File: src/rtl/ex_muldiv_unit_pkg.sv
// Shared encodings for the iterative RV32M multiply/divide unit.
// Optional single-cycle multiplier build: MULDIV_FAST_MUL_EN (see ex_muldiv_unit.sv).
package riscv_muldiv_pkg;

    localparam logic [6:0] OPCODE_OP     = 7'b0110011;
    localparam logic [6:0] FUNCT7_MULDIV = 7'b0000001;

    localparam logic [2:0] MD_MUL    = 3'b000;
    localparam logic [2:0] MD_MULH   = 3'b001;
    localparam logic [2:0] MD_MULHSU = 3'b010;
    localparam logic [2:0] MD_MULHU  = 3'b011;
    localparam logic [2:0] MD_DIV    = 3'b100;
    localparam logic [2:0] MD_DIVU   = 3'b101;
    localparam logic [2:0] MD_REM    = 3'b110;
    localparam logic [2:0] MD_REMU   = 3'b111;

    localparam logic [31:0] DIV_ZERO_Q = 32'hFFFFFFFF;

    typedef enum logic [1:0] {
        IDLE,
        CALC,
        DONE
    } md_state_e;

    // rs1 is treated as signed by every op except the fully unsigned ones.
    function automatic logic rs1_is_signed(input logic [2:0] funct3);
        return !(funct3 == MD_MULHU || funct3 == MD_DIVU || funct3 == MD_REMU);
    endfunction

    function automatic logic rs2_is_signed(input logic [2:0] funct3);
        return (funct3 == MD_MUL || funct3 == MD_MULH || funct3 == MD_DIV || funct3 == MD_REM);
    endfunction

endpackage

File: src/rtl/ex_muldiv_unit_if.sv
// ID/EX-to-EX/MEM handshake bundle of the multiply/divide unit.
// master = pipeline side, slave = the unit.
interface ex_muldiv_unit_if #(
    parameter int unsigned XLEN = 32
);
    logic            valid_in;
    logic [2:0]      funct3_in;
    logic [XLEN-1:0] rs1_data_in;
    logic [XLEN-1:0] rs2_data_in;
    logic [4:0]      rd_in;
    logic            flush;
    logic            stall_out;
    logic            result_valid;
    logic [XLEN-1:0] result_out;
    logic [4:0]      rd_out;

    modport master (
        output valid_in, funct3_in, rs1_data_in, rs2_data_in, rd_in, flush,
        input  stall_out, result_valid, result_out, rd_out
    );

    modport slave (
        input  valid_in, funct3_in, rs1_data_in, rs2_data_in, rd_in, flush,
        output stall_out, result_valid, result_out, rd_out
    );
endinterface

File: src/rtl/ex_muldiv_unit_step.sv
// One iteration of the unsigned datapath: shift-add multiply or restoring
// shift-subtract divide over a {hi, lo} accumulator.
module muldiv_step #(
    parameter int unsigned XLEN = 32
) (
    input  logic              is_div,
    input  logic [2*XLEN-1:0] acc_in,
    input  logic [XLEN-1:0]   operand,
    output logic [2*XLEN-1:0] acc_out
);
    logic [XLEN:0]   mul_sum;
    logic [XLEN:0]   div_rem;
    logic [XLEN+1:0] div_diff;
    logic            div_ge;
    logic [XLEN-1:0] div_rem_next;

    // Multiply: lo holds the remaining multiplier bits, hi the partial product.
    assign mul_sum = {1'b0, acc_in[2*XLEN-1:XLEN]} + (acc_in[0] ? {1'b0, operand} : '0);

    // Divide: lo shifts dividend bits into hi and collects quotient bits at the bottom.
    assign div_rem      = {acc_in[2*XLEN-1:XLEN], acc_in[XLEN-1]};
    assign div_diff     = {1'b0, div_rem} - {2'b00, operand};
    assign div_ge       = ~div_diff[XLEN+1];
    assign div_rem_next = div_ge ? div_diff[XLEN-1:0] : div_rem[XLEN-1:0];

    always_comb begin
        acc_out = '0;
        if (is_div) begin
            acc_out = {div_rem_next, acc_in[XLEN-2:0], div_ge};
        end else begin
            acc_out = {mul_sum, acc_in[XLEN-1:1]};
        end
    end
endmodule

File: src/rtl/ex_muldiv_unit.sv
// Iterative RV32M multiply/divide unit for the EX stage (32 iteration cycles).
// Define MULDIV_FAST_MUL_EN to compute multiplies with a single-cycle multiplier.
module ex_muldiv_unit
    import riscv_muldiv_pkg::*;
#(
    parameter int unsigned XLEN       = 32,
    parameter int unsigned ITER_CNT_W = 5
) (
    input logic              clk,
    input logic              reset_n,
    ex_muldiv_unit_if.slave  bus
);
    md_state_e             state_q, state_d;
    logic [ITER_CNT_W-1:0] cnt_q, cnt_d;
    logic [2:0]            funct3_q, funct3_d;
    logic [4:0]            rd_q, rd_d;
    logic                  neg_res_q, neg_res_d;
    logic                  neg_rem_q, neg_rem_d;
    logic [2*XLEN-1:0]     acc_q, acc_d;
    logic [XLEN-1:0]       opb_q, opb_d;
    logic [XLEN-1:0]       result_q, result_d;
    logic [4:0]            rd_out_q, rd_out_d;
    logic                  stall;

    logic                  sign_a, sign_b;
    logic [XLEN-1:0]       mag_a, mag_b;
    logic                  accept;
    logic                  in_is_div;
    logic                  div_by_zero;

    logic [2*XLEN-1:0]     step_acc;
    logic [2*XLEN-1:0]     prod_fixed;
    logic [XLEN-1:0]       quot_fixed, rem_fixed;
    logic [XLEN-1:0]       calc_result;

    assign sign_a      = rs1_is_signed(bus.funct3_in) & bus.rs1_data_in[XLEN-1];
    assign sign_b      = rs2_is_signed(bus.funct3_in) & bus.rs2_data_in[XLEN-1];
    assign mag_a       = sign_a ? (~bus.rs1_data_in + 1'b1) : bus.rs1_data_in;
    assign mag_b       = sign_b ? (~bus.rs2_data_in + 1'b1) : bus.rs2_data_in;
    assign accept      = bus.valid_in & ~bus.flush;
    assign in_is_div   = bus.funct3_in[2];
    assign div_by_zero = in_is_div & (bus.rs2_data_in == '0);

    muldiv_step #(
        .XLEN (XLEN)
    ) u_step (
        .is_div  (funct3_q[2]),
        .acc_in  (acc_q),
        .operand (opb_q),
        .acc_out (step_acc)
    );

    // Sign fix-up of the final iteration's output, applied on DONE entry.
    assign prod_fixed = neg_res_q ? (~step_acc + 1'b1) : step_acc;
    assign quot_fixed = neg_res_q ? (~step_acc[XLEN-1:0] + 1'b1) : step_acc[XLEN-1:0];
    assign rem_fixed  = neg_rem_q ? (~step_acc[2*XLEN-1:XLEN] + 1'b1)
                                  : step_acc[2*XLEN-1:XLEN];

    always_comb begin
        calc_result = '0;
        if (funct3_q[2]) begin
            calc_result = funct3_q[1] ? rem_fixed : quot_fixed;
        end else begin
            calc_result = (funct3_q == MD_MUL) ? prod_fixed[XLEN-1:0]
                                               : prod_fixed[2*XLEN-1:XLEN];
        end
    end

`ifdef MULDIV_FAST_MUL_EN
    logic signed [2*XLEN+1:0] fast_prod;
    logic [XLEN-1:0]          fast_result;

    assign fast_prod = $signed({sign_a & 1'b1 & bus.rs1_data_in[XLEN-1], bus.rs1_data_in})
                     * $signed({sign_b & 1'b1 & bus.rs2_data_in[XLEN-1], bus.rs2_data_in});
    assign fast_result = (bus.funct3_in == MD_MUL) ? fast_prod[XLEN-1:0]
                                                   : fast_prod[2*XLEN-1:XLEN];
`endif

    always_comb begin
        state_d   = state_q;
        cnt_d     = cnt_q;
        funct3_d  = funct3_q;
        rd_d      = rd_q;
        neg_res_d = neg_res_q;
        neg_rem_d = neg_rem_q;
        acc_d     = acc_q;
        opb_d     = opb_q;
        result_d  = result_q;
        rd_out_d  = rd_out_q;
        stall     = 1'b0;

        unique case (state_q)
            IDLE: begin
                if (accept) begin
                    stall     = 1'b1;
                    funct3_d  = bus.funct3_in;
                    rd_d      = bus.rd_in;
                    neg_res_d = sign_a ^ sign_b;
                    neg_rem_d = sign_a;
                    acc_d     = {{XLEN{1'b0}}, mag_a};
                    opb_d     = mag_b;
                    cnt_d     = '0;
                    if (div_by_zero) begin
                        // Remainder by zero returns rs1 as-is, without sign fix-up.
                        state_d  = DONE;
                        result_d = bus.funct3_in[1] ? bus.rs1_data_in : DIV_ZERO_Q;
                        rd_out_d = bus.rd_in;
`ifdef MULDIV_FAST_MUL_EN
                    end else if (!in_is_div) begin
                        state_d  = DONE;
                        result_d = fast_result;
                        rd_out_d = bus.rd_in;
`endif
                    end else begin
                        state_d = CALC;
                    end
                end
            end
            CALC: begin
                stall = 1'b1;
                acc_d = step_acc;
                cnt_d = cnt_q + ITER_CNT_W'(1);
                if (cnt_q == ITER_CNT_W'(XLEN - 1)) begin
                    state_d  = DONE;
                    result_d = calc_result;
                    rd_out_d = rd_q;
                end
            end
            DONE: begin
                state_d = IDLE;
            end
            default: begin
                state_d = IDLE;
            end
        endcase

        if (bus.flush) begin
            state_d  = IDLE;
            result_d = result_q;
            rd_out_d = rd_out_q;
        end
    end

    always_ff @(posedge clk or negedge reset_n) begin
        if (!reset_n) begin
            state_q   <= IDLE;
            cnt_q     <= '0;
            funct3_q  <= '0;
            rd_q      <= '0;
            neg_res_q <= 1'b0;
            neg_rem_q <= 1'b0;
            acc_q     <= '0;
            opb_q     <= '0;
            result_q  <= '0;
            rd_out_q  <= '0;
        end else begin
            state_q   <= state_d;
            cnt_q     <= cnt_d;
            funct3_q  <= funct3_d;
            rd_q      <= rd_d;
            neg_res_q <= neg_res_d;
            neg_rem_q <= neg_rem_d;
            acc_q     <= acc_d;
            opb_q     <= opb_d;
            result_q  <= result_d;
            rd_out_q  <= rd_out_d;
        end
    end

    assign bus.stall_out    = stall;
    assign bus.result_valid = (state_q == DONE);
    assign bus.result_out   = result_q;
    assign bus.rd_out       = rd_out_q;
endmodule
File: src/flat_wrapper.sv
// flat-port wrapper written by rule: the top's interface ports become plain ports
module ex_muldiv_unit_flat import riscv_muldiv_pkg::*;
#(
    parameter int unsigned XLEN       = 32,
    parameter int unsigned ITER_CNT_W = 5
)
  (clk, reset_n, bus_valid_in, bus_funct3_in, bus_rs1_data_in, bus_rs2_data_in, bus_rd_in, bus_flush, bus_stall_out, bus_result_valid, bus_result_out, bus_rd_out);
  ex_muldiv_unit_if #(.XLEN(XLEN)) bus_i ();
  input logic clk;
  input logic reset_n;
  input wire logic [$bits(bus_i.valid_in)-1:0] bus_valid_in;
  input wire logic [$bits(bus_i.funct3_in)-1:0] bus_funct3_in;
  input wire logic [$bits(bus_i.rs1_data_in)-1:0] bus_rs1_data_in;
  input wire logic [$bits(bus_i.rs2_data_in)-1:0] bus_rs2_data_in;
  input wire logic [$bits(bus_i.rd_in)-1:0] bus_rd_in;
  input wire logic [$bits(bus_i.flush)-1:0] bus_flush;
  output wire logic [$bits(bus_i.stall_out)-1:0] bus_stall_out;
  output wire logic [$bits(bus_i.result_valid)-1:0] bus_result_valid;
  output wire logic [$bits(bus_i.result_out)-1:0] bus_result_out;
  output wire logic [$bits(bus_i.rd_out)-1:0] bus_rd_out;
  assign bus_i.valid_in = bus_valid_in;
  assign bus_i.funct3_in = bus_funct3_in;
  assign bus_i.rs1_data_in = bus_rs1_data_in;
  assign bus_i.rs2_data_in = bus_rs2_data_in;
  assign bus_i.rd_in = bus_rd_in;
  assign bus_i.flush = bus_flush;
  assign bus_stall_out = bus_i.stall_out;
  assign bus_result_valid = bus_i.result_valid;
  assign bus_result_out = bus_i.result_out;
  assign bus_rd_out = bus_i.rd_out;
  ex_muldiv_unit #(.XLEN(XLEN), .ITER_CNT_W(ITER_CNT_W)) u_core (.clk(clk), .reset_n(reset_n), .bus(bus_i));
endmodule
File: config.mk
export PLATFORM = sky130hd
export DESIGN_NAME = ex_muldiv_unit_flat
export DESIGN_NICKNAME = d
export VERILOG_FILES = /design/src/rtl/ex_muldiv_unit_pkg.sv /design/src/rtl/ex_muldiv_unit_if.sv /design/src/rtl/ex_muldiv_unit_step.sv /design/src/rtl/ex_muldiv_unit.sv /design/src/flat_wrapper.sv
export SDC_FILE = /design/constraint.sdc
export NUM_CORES = 1
export LEC_CHECK = 0
export BUFFER_PORTS_ARGS = -buffer_cell sky130_fd_sc_hd__clkbuf_2
export CAP_MARGIN = 20
export CELL_PAD_IN_SITES_DETAIL_PLACEMENT = 1
export CELL_PAD_IN_SITES_GLOBAL_PLACEMENT = 1
export CORE_ASPECT_RATIO = 0.75
export CORE_MARGIN = 2
export CORE_UTILIZATION = 40
export CTS_BUF_LIST = sky130_fd_sc_hd__clkbuf_4
export DETAILED_ROUTE_END_ITERATION = 10
export PLACE_DENSITY_LB_ADDON = 0.1
export SYNTH_ARGS = -nofsm -noshare
export SYNTH_HDL_FRONTEND = slang
export SYNTH_SLANG_ARGS = --single-unit
File: constraint.sdc
create_clock -name clk -period 5.09 [get_ports clk]
set_input_delay 1.018 -clock clk [delete_from_list [all_inputs] [get_ports clk]]
set_output_delay 1.018 -clock clk [all_outputs]
set_load 0.03 [all_outputs]
# Yosys cells after proc, flatten, opt, wreduce, memory -nomap -nowiden
# Index checks and enable logic that the tools add are counted.
[word_totals]
register_bits = 150
input_bits = 76
output_inout_bits = 39
elab_cells = 90
[classes]
addsub = 8
eq_ne = 14
mux = 31
bitwise = 12
n_reduce_logical = 15
[op_table]
columns = ["op", "n"]
rows = [
  ["$mux 32", 13],
  ["$mux 64", 3],
  ["$add 32x1->32 const B", 4],
  ["$not 32->32", 4],
  ["$pmux 64 s2", 1],
  ["$add 64x1->64 const B", 1],
  ["$not 64->64", 1],
  ["$pmux 32 s2", 1],
  ["$sub 33x32->34", 1],
  ["$add 32x33->33", 1],
  ["$logic_not 32->1", 1],
  ["$mux 5", 4],
  ["$pmux 5 s2", 2],
  ["$eq 3x3->1 const B", 4],
  ["$mux 2", 4],
  ["$logic_not 3->1", 2],
  ["$ne 2x1->1 const B", 3],
  ["$ne 3x2->1 const B", 2],
  ["$reduce_and 2->1", 3],
  ["$add 5x1->5 const B", 1],
  ["$eq 5x5->1 const B", 1],
  ["$logic_or 1x1->1", 5],
  ["$reduce_and 5->1", 1],
  ["$and 1x1->1", 4],
  ["12 further kinds", 13],
]

# Depth between registers and ports, before layout
# Gate-level depths: netlist of the first run.
[logic_depth]
depth_word = 10
ltp_mapped = 22

# Modules after synthesis
# From an unflattened synthesis of the first run, not the netlist that was laid out.
[unflattened]
hier_cells = 1958
hier_area_um2 = 14954.3
[by_module_without_submodules]
columns = ["module", "n_inst", "cells_per_inst", "area_each_um2", "seq_area_each_um2"]
rows = [
  ["ex_muldiv_unit", 1, 1257, 10178.5, 3753.6],
  ["muldiv_step", 1, 701, 4775.8, 0.0],
]

# Worst setup path before layout of the first run
# Ideal clock, no wire load.
[synth_timing]
kind = "reg-to-reg"
from = "register u_core.funct3_q[2]"
to = "register u_core.result_q[26] (netlist: u_core.bus.result_out[26])"
setup_ps = 99
arrival_ps = 5058
path_slack_ps = -68
path_stages_with_launch = 23
n_path_buf = 9
synth_period_minus_slack_ps = 5158
path_cell_list = "dfrtp_1 -> buf_2 -> buf_2 -> buf_2 -> buf_2 -> buf_2 -> buf_1 -> clkbuf_1 -> buf_1 -> clkbuf_1 -> o21bai_1 -> ha_1 -> o21ai_1 -> or3_1 -> or3_1 -> or2_1 -> nand3b_1 -> inv_1 -> nand4_1 -> nor3_2 -> and3_1 -> o21ai_1 -> a311oi_1"
[synth_between]
elab_chain_cells = 8
[synth_lines]
columns = ["item", "line_no", "rtl"]
rows = [
  ["start, declared", "ex_muldiv_unit.sv:15", "logic [2:0] funct3_q, funct3_d;"],
  ["start signal, assigned", "ex_muldiv_unit.sv:159", "funct3_q <= funct3_d;"],
  ["$mux 64", "ex_muldiv_unit_step.sv:28", "if (is_div) begin"],
  ["$not 64->64 (tied with other cells)", "ex_muldiv_unit.sv:54", "assign prod_fixed = neg_res_q ? (~step_acc + 1'b1) : step_acc;"],
  ["$add 64x1->64 (tied with other cells)", "ex_muldiv_unit.sv:54", ""],
  ["$mux 64 (tied with other cells)", "ex_muldiv_unit.sv:54", ""],
  ["$mux 32, on equally long branches", "ex_muldiv_unit.sv:64, ex_muldiv_unit.sv:62", ""],
  ["$mux 32 (*)", "ex_muldiv_unit.sv:61", "if (funct3_q[2]) begin"],
  ["$mux 32 (*)", "ex_muldiv_unit.sv:123", "if (cnt_q == ITER_CNT_W'(XLEN - 1)) begin"],
  ["$pmux 32 s2 (*)", "ex_muldiv_unit.sv:92", "unique case (state_q)"],
  ["end signal, assigned", "ex_muldiv_unit.sv:165", "result_q <= result_d;"],
  ["end, declared", "ex_muldiv_unit.sv:21", "logic [XLEN-1:0] result_q, result_d;"],
]
# Every way passes the cells marked *; elsewhere a longest branch is shown, timed or not. The select of a mux whose other input is x is not followed.
# A chain may end at the register's enable or synchronous reset.

# Worst setup path in the final report of the first run
[layout_timing]
from = "register u_core.acc_q[31]"
to = "register u_core.result_q[28] (netlist: u_core.bus.result_out[28])"
[layout_between]
elab_chain_cells = 10
[layout_lines]
columns = ["item", "line_no", "rtl"]
rows = [
  ["start, declared", "ex_muldiv_unit.sv:19", "logic [2*XLEN-1:0] acc_q, acc_d;"],
  ["start signal, assigned", "ex_muldiv_unit.sv:152", "acc_q <= '0;"],
  ["start signal, assigned", "ex_muldiv_unit.sv:163", "acc_q <= acc_d;"],
  ["$sub 33x32->34", "ex_muldiv_unit_step.sv:22", "assign div_diff = {1'b0, div_rem} - {2'b00, operand};"],
  ["$mux 32 or $not 1->1 (tied branches)", "ex_muldiv_unit_step.sv:24, ex_muldiv_unit_step.sv:23", ""],
  ["$mux 64 (*)", "ex_muldiv_unit_step.sv:28", ""],
  ["$not 64->64 (tied with other cells)", "ex_muldiv_unit.sv:54", ""],
  ["$add 64x1->64 (tied with other cells)", "ex_muldiv_unit.sv:54", ""],
  ["$mux 64 (tied with other cells)", "ex_muldiv_unit.sv:54", ""],
  ["$mux 32, on equally long branches", "ex_muldiv_unit.sv:64, ex_muldiv_unit.sv:62", ""],
  ["$mux 32 (*)", "ex_muldiv_unit.sv:61", ""],
  ["$mux 32 (*)", "ex_muldiv_unit.sv:123", ""],
  ["$pmux 32 s2 (*)", "ex_muldiv_unit.sv:92", ""],
]
# Marks and branches as above.

==> summary.md, run 1 <==
| Metric | Value |
|---|---|
| Placed Cells | 2843 |
| Final instance area | 19100 sq um |
| Worst Tran Pin Value | 1060 ps |
| Total number of H-tree levels | 4 |
| Asr flop ratio synth | 100% |
| GRT busiest layer | met2 |
| Tightest Hold Check Type | in2async |
| Initial DRT Pass Iterations | 5 |
| Worst skew pair latency | 720 ps |
| Ranking of synthesized cells by area | dfrtp_1 (24%), nand2_1 (6.5%), o21ai_0 (5.7%), ha_1 (5.6%), xnor2_1 (5.5%) |
| Final WL | 73200 um |
| Placeable Area | 38400 sq um |
| GRT met2 Usage | 51.9% |
| CP Capture Type | flip-flop |
| Clk slew on worst S/H paths | 190 ps |
| Netlist cell types | 103 |
| Rel. slew slack | 29.1% |
| Clock Sinks | 150 |
| CP Data Required Time | 5680 ps |
| DP Area | 18600 sq um |
| IO buf count | 114 |
| Nets | 2506 |
| Power Dens Cells | 613 nW/um^2 |
| Final Critical Period | 4950 ps |
| Vias in the first global route | 18100 |
| DRT iter0 DRCs | 1785 |
| Startpoint Class | flip-flop |
| Initial antenna violation count | 6 |
| WP data arrival | 5540 ps |
| Drt drc | 0 |
| Syn-to-layout area delta | 22.1% |
| Final setup fails | 0 |
| Power share of the clock group | 7.8% |
| Setup TNS Final | 0 ps |
| Pre-CTS WS | -326 ps |
| Psw | 6.33 mW |
| Worst-path cell chain | inv_1, ha_1, inv_1, fa_1, a21o_1, a221o_1, a21oi_1, nand2_1, a41o_1, o41ai_1, o32a_1, nor4_2, buf_4, a31oi_1, mux2i_1, o21ai_1 |
| CTS Buffer Depth | 2 |
| IO Pins | 115 |
| Max incr delay on CP | 700 ps |
| Worst-path fanout max | 4 |
| Global-route usage over all layers | 35.9% |
| CTS tree | built |
| Worst Reg2Reg Path Length in Cells | 16 |
| Reg-to-reg slack, setup | 140 ps |
| Met3 usage in global routing | 12.3% |
| Worst r2r src | u_core.acc_q[31] |
| GPL Wtd Cong | 0.956 |
| Final hold vios | 0 |
| Inserted Clock Buffers | 17 |
| RR Endpoint | u_core.bus.result_out[28] |
| Core Rows | 62 |
| Final WS setup | 144 ps |
| Combinational fraction of design power | 77.4% |
| Met1 Use GR | 51.2% |
| Cell-internal power | 5.39 mW |
| Hold Slack | 339 ps |
| Post-Syn Area | 15700 sq um |
| Syn. warnings | 0 |
| Synth Register Bits | 150 |
| Peak VDD IR | 282 uV |
| Post-synth top flop | dfrtp_1 |
| Yosys top cell by area | dfrtp_1 |
| Number of cells on the critical path | 16 |
| Most frequent CP cell | inv_1 |
| Synth Instances | 2057 |
| Die X | 232 um |
| Vias/cell | 6.25 |
| Post-DRT Antenna Nets | 0 |
| Worst Path Class, Setup | reg2reg |
| Initial core utilization | 40.8% |
| EDFF count, synth | 0 |
| Post-synth top area share | 24.0% |
| Fmax | 0.202 GHz |
| CP max stage cell | o41ai_1 |
| Leakage | 8.41 nW |
| Avg Inst Size Synth | 7.61 sq um |
| MaxCap Viol Count | 0 |
| Per-cell routed wire length | 25.3 um |
| Hpwl dp | 57300 um |
| Syn Nets | 2205 |
| Seq/Total Area, Yosys | 24.0% |
| Layout cells sized above 1 | 21.5% |
| Max Slew Vio Count | 0 |
| Net Sw Frac | 54.0% |
| Largest net degree at the start of global routing | 100 |
| Worst Clk Skew | 43.2 ps |
| Root Driver | clkbuf_4 |
| Sequential Power Share | 14.8% |
| Final Non-Filler Cells | 2887 |
| First-pass GRT wire length | 110000 um |
| Worst path top cell family by delay | compound AO/OA/AOI/OAI gates |
| Crit path buffers/inverters | 3 |
| RSZ-0062 raised after global routing | no |
| Status | complete, no violations |
| Via Count | 18000 |
| GRT overflow | 0 |
| Final Cycle Share | 97.2% |
| Die footprint | 40700 sq um |
| Die height | 175 um |
[worst register-to-register path, delay by kind of cell, from the launching register on]
family | cells | cell delay (ps)
AO/OA/AOI/OAI | 8 | 2850
AND/OR/NAND/NOR | 2 | 330
multiplexers | 1 | 250
flip-flops | 1 | 420
adder cells (fa/ha/maj) | 2 | 600
buffers and inverters | 3 | 350
[kinds of logic (layout without fill, tap and decap cells)]
logic type,count (synthesis),in the layout,share of synthesized area [%]
compound gates,665,665,28.7
xor+xnor,165,165,9.23
mux,57,57,3.71
fa+ha+maj,72,72,5.85
buf+inv,200,514,5.05
other cells,0,4,0
flops,150,150,24.0
simple gates,748,748,23.5
[Yosys cell counts (7+ instances only)]
master and count:
nand2_1 272, o21ai_0 178, dfrtp_1 150, nor2_1 148, a21oi_1 120, xnor2_1 99, clkbuf_1 91, inv_1 76
nor3_1 71, ha_1 70, xor2_1 66, mux2i_1 49, and2_1 42, o221ai_1 39, a31oi_1 35, nand3_1 32
o31ai_1 29, nand4_1 28, nor4_1 25, a21o_1 23, o21ai_1 22, nand2b_1 21, o21a_1 21, or3_1 21
a211oi_1 18, a22o_1 18, buf_2 17, o41ai_1 17, and3_1 14, o211ai_1 14, nor2b_1 13, a221oi_1 12
buf_1 12, o22ai_1 12, a22oi_1 10, mux2_2 8, o21bai_1 8, or4_1 8, nand3b_1 7
[final cells by class]
cell class / count / area, sq um
antenna: 4 / 10.0
clock buffer: 17 / 128
clock inverter: 15 / 184
fill: 4809 / 19300
inverter: 77 / 289
multi-input combinational: 1707 / 11300
sequential: 150 / 3760
tap: 512 / 641
timing repair buffer: 405 / 2800
[worst max path at each step]
stage,slack (ps),startpoint,to
final,140,u_core.acc_q[31],u_core.bus.result_out[28]
after global routing,20,u_core.opb_q[12],u_core.bus.result_out[24]
after CTS,3,u_core.opb_q[2],u_core.bus.result_out[8]
after detailed placement,-330,u_core.opb_q[2],u_core.bus.result_out[8]
after global placement,-150,u_core.opb_q[6],u_core.bus.result_out[26]
after floorplan,50,u_core.funct3_q[2],u_core.bus.result_out[12]
[cells in the final DEF, fill, tap and decap left out, drive strengths merged, types with 23 or more instances in the layout]
cell	n
mux2i	49
nand3	33
nor4	28
xor2	66
ha	70
a21o	23
clkbuf	130
a31oi	36
a21oi	123
nor3	76
nand4	28
xnor2	99
and2	42
dfrtp	150
nand2	272
buf	292
o221ai	39
inv	85
nor2	148
or3	23
o31ai	30
o21ai	201
[routing by layer]
metal	routed length, um	part of all wire, %
met4	1390	1.9
met5	7	0.0096
met3	7320	10
met2	30600	42
met1	33900	46
[through the flow]
| stage | util, % | power, mW |
|---|---|---|
| final | 49.8 | 11.7 |
| after global routing | 49.8 | 12.4 |
| after CTS | 49.3 | 11.4 |
| after detailed placement | 48.4 | 10.4 |
| after global placement | 48.4 | 10.2 |
| after floorplan | - | 6.62 |
[power groups by stage]
stage / registers, mW / clock network [mW] / logic (mW)
3_5_place_dp: 1.75 / 0 / 8.64
5_1_grt: 1.76 / 0.975 / 9.69
2_1_floorplan: 1.73 / 0 / 4.89
4_1_cts: 1.72 / 0.926 / 8.73
3_3_place_gp: 1.73 / 0 / 8.45
6_report: 1.73 / 0.918 / 9.06
[what timing repair did]
| item | in CTS | in global routing |
|---|---|---|
| resized for setup | 9 | 19 |
| setup buffers | 2 | 4 |
| hold buffers | 0 | 0 |
| endpoints found under the setup margin | 14 | 20 |
| pin swaps | 4 | 9 |
[sequential cells by signal, indices dropped and copies added, names as in the netlist]
name                   flops
u_core.acc_q              64
u_core.bus.rd_out          5
u_core.bus.result_out     32
u_core.cnt_q               5
u_core.funct3_q            3
u_core.neg_rem_q           1
u_core.neg_res_q           1
u_core.opb_q              32
u_core.rd_q                5
u_core.state_q             2
Power figures use the tool's default switching activity.
==> run 2, diff against run 1 <==
--- a/config.mk
+++ b/config.mk
@@ -10,9 +10,8 @@
 export CELL_PAD_IN_SITES_DETAIL_PLACEMENT = 1
 export CELL_PAD_IN_SITES_GLOBAL_PLACEMENT = 1
 export CORE_ASPECT_RATIO = 0.75
-export CORE_MARGIN = 2
 export CORE_UTILIZATION = 40
-export CTS_BUF_LIST = sky130_fd_sc_hd__clkbuf_4
+export CTS_BUF_LIST = sky130_fd_sc_hd__clkbuf_2 sky130_fd_sc_hd__clkbuf_4 sky130_fd_sc_hd__clkbuf_8
 export DETAILED_ROUTE_END_ITERATION = 10
 export PLACE_DENSITY_LB_ADDON = 0.1
 export SYNTH_ARGS = -nofsm -noshare
==> run 2 against run 1 <==
Compared with the run above:
- sequential power hardly changed
- sequential share of layout area hardly changed
- setup slack better by 22 ps
- die area is 2.0% lower
- maximum frequency is 0.45% higher
- global-route usage hardly changed
- clock skew is 21 ps lower
- combinational power is 0.7% lower
- utilization is 0.098 points higher
- critical path depth stayed put
- final cell count is 0.52% lower
==> summary.md, run 2 (same netlist as run 1, synthesis figures left out) <==
| Metric | Value |
|---|---|
| Hold Slack | 450 ps (+111 ps) |
| Worst skew pair latency | 530 ps (-190 ps) |
| Total power | 11.7 mW (about the same) |
| Largest Register | u_core.acc_q |
| GPL Wtd Cong | 0.952 (-0.45%) |
| Inserted Clock Buffers | 17 (unchanged) |
| Clock Sinks | 150 (unchanged) |
| Via Count | 18000 (-0.12%) |
| Syn-to-layout area delta | 22.4% |
| Initial core utilization | 40.8% (unchanged) |
| Die height | 173 um (-1.1%) |
| Vias in the first global route | 17900 (-0.94%) |
| DP Area | 18500 sq um (-0.55%) |
| WP data arrival | 5370 ps (-170 ps) |
| Worst Tran Pin Value | 1050 ps (-10.0 ps) |
| Max reg flops | 64 (unchanged) |
| Root Driver | clkbuf_8 |
| Clk slew on worst S/H paths | 100 ps (-90 ps) |
| Peak VDD IR | 199 uV (-29%) |
| DRT iter0 DRCs | 1761 (-1.3%) |
| MaxCap Viol Count | 0 (unchanged) |
| Max Slew Vio Count | 0 (unchanged) |
| Most frequent cells in the layout | buf_4 (276), nand2_1 (270), o21ai_0 (175), dfrtp_1 (148), nor2_1 (146) |
| Global-route usage over all layers | 35.9% (+0.048 points) |
| Final Critical Period | 4920 ps (-22.4 ps) |
| Placed Cells | 2831 (-0.42%) |
| Final WL | 72300 um (-1.2%) |
| Status | complete, no violations |
| GRT overflow | 0 (unchanged) |
| Post-layout util | 49.9% (+0.098 points) |
| Leakage | 8.36 nW (-0.68%) |
| N_diodes | 0 (-4) |
| Power Dens Cells | 611 nW/um^2 (-0.21%) |
| Setup TNS Final | 0 ps (unchanged) |
| Storage element area | 3760 sq um (unchanged) |
| Final hold vios | 0 (unchanged) |
| CP Data Required Time | 5530 ps (-150 ps) |
| Worst-path fanout max | 13 (+9) |
| Pre-CTS WS | -284 ps (+41.3 ps) |
| Rel. slew slack | 30.1% (+0.98 points) |
| Vias/cell | 6.27 (+0.41%) |
| CTS tree | built |
| Startpoint Class | flip-flop |
| Hold Buf Count CTS | 0 (unchanged) |
| CP Capture Type | flip-flop |
| Worst Path Class, Setup | reg2reg |
| Total number of H-tree levels | 4 (unchanged) |
| Fillers | 4833 (+0.50%) |
| Tightest Hold Check Type | in2async |
| CTS Buffer Depth | 2 (unchanged) |
| Worst Clk Skew | 21.7 ps (-21.5 ps) |
| Final Cycle Share | 96.7% (-0.44 points) |
| Die footprint | 39900 sq um (-2.0%) |
| Layout cells sized above 1 | 21.8% (+0.27 points) |
| Multi-input logic area | 11400 sq um (+0.56%) |
| Final Non-Filler Cells | 2872 (-0.52%) |
| IO Pins | 115 (unchanged) |
| Hpwl dp | 56100 um (-2.1%) |
| Initial DRT Pass Iterations | 5 (unchanged) |
| Initial antenna violation count | 6 (unchanged) |
| Largest net degree at the start of global routing | 100 (unchanged) |
| Core Rows | 62 (unchanged) |
| Per-cell routed wire length | 25.2 um (-0.69%) |
| Nets | 2495 (-0.44%) |
| IO buf count | 114 (unchanged) |
| Final WS setup | 167 ps (+22.4 ps) |
| Post-DRT Antenna Nets | 0 (unchanged) |
| First-pass GRT wire length | 110000 um (-0.69%) |
| Final setup fails | 0 (unchanged) |
| Placeable Area | 38400 sq um (unchanged) |
| Commonest non-fill, non-tap cell in the layout | buf_4 |
| Fmax | 0.203 GHz (+0.45%) |
| Final instance area | 19200 sq um (+0.20%) |
| Die X | 230 um (-0.86%) |
| Drt drc | 0 (unchanged) |
==> run 2: final cells by class <==
cell class	count	area share, %
clock buffer	19	1.33
tap	512	3.34
multi-input combinational	1707	59.3
timing repair buffer	394	14.2
inverter	77	1.51
clock inverter	13	0.653
sequential	150	19.6
==> run 2: final timing paths <==
check                                          from                   endpoint  slack, ps  depth (start not counted)
setup / recovery                   u_core.opb_q[31]  u_core.bus.result_out[24]        170                         16
hold / removal                              reset_n           u_core.opb_q[21]        450                          1
setup reg to reg                   u_core.opb_q[31]  u_core.bus.result_out[24]        170                         16
hold reg to reg            u_core.bus.result_out[6]   u_core.bus.result_out[6]        490                          2
max in group asynchronous                   reset_n           u_core.acc_q[16]       3660                          2
min in group clk           u_core.bus.result_out[6]   u_core.bus.result_out[6]        490                          2
==> run 2: layer usage <==
layer	vias to the layer above	share of wire [%]	GRT usage, %
li1	8167	-	-
met1	9005	47	54.2
met2	759	42	52.5
met3	80	8.7	6.78
met4	2	1.6	7.56
met5	-	0.018	0
==> run 2: what timing repair did <==
action | CTS | global route
pin swaps | 1 | 14
setup buffers | 0 | 8
gates resized for setup | 4 | 35
setup endpoints to repair | 13 | 19
==> run 2: where the power goes <==
part           internal, mW  switching, mW  total, mW
combinational          3.58           5.42       9.00
sequential             1.47          0.263       1.73
clock                 0.409          0.573      0.982
==> run 2: critical path, stage by stage, from the launching register on <==
cell and delay [ps]:
dfrtp_1 360, inv_1 80, ha_1 320, buf_4 140, nand3_1 150, or3_4 470
a2111oi_4 430, buf_4 330, nor3_2 190, a221o_1 440, nor4b_2 500, nand4b_1 330
buf_4 280, nor4_2 260, mux2i_1 220, nand2_1 70, a311oi_1 260
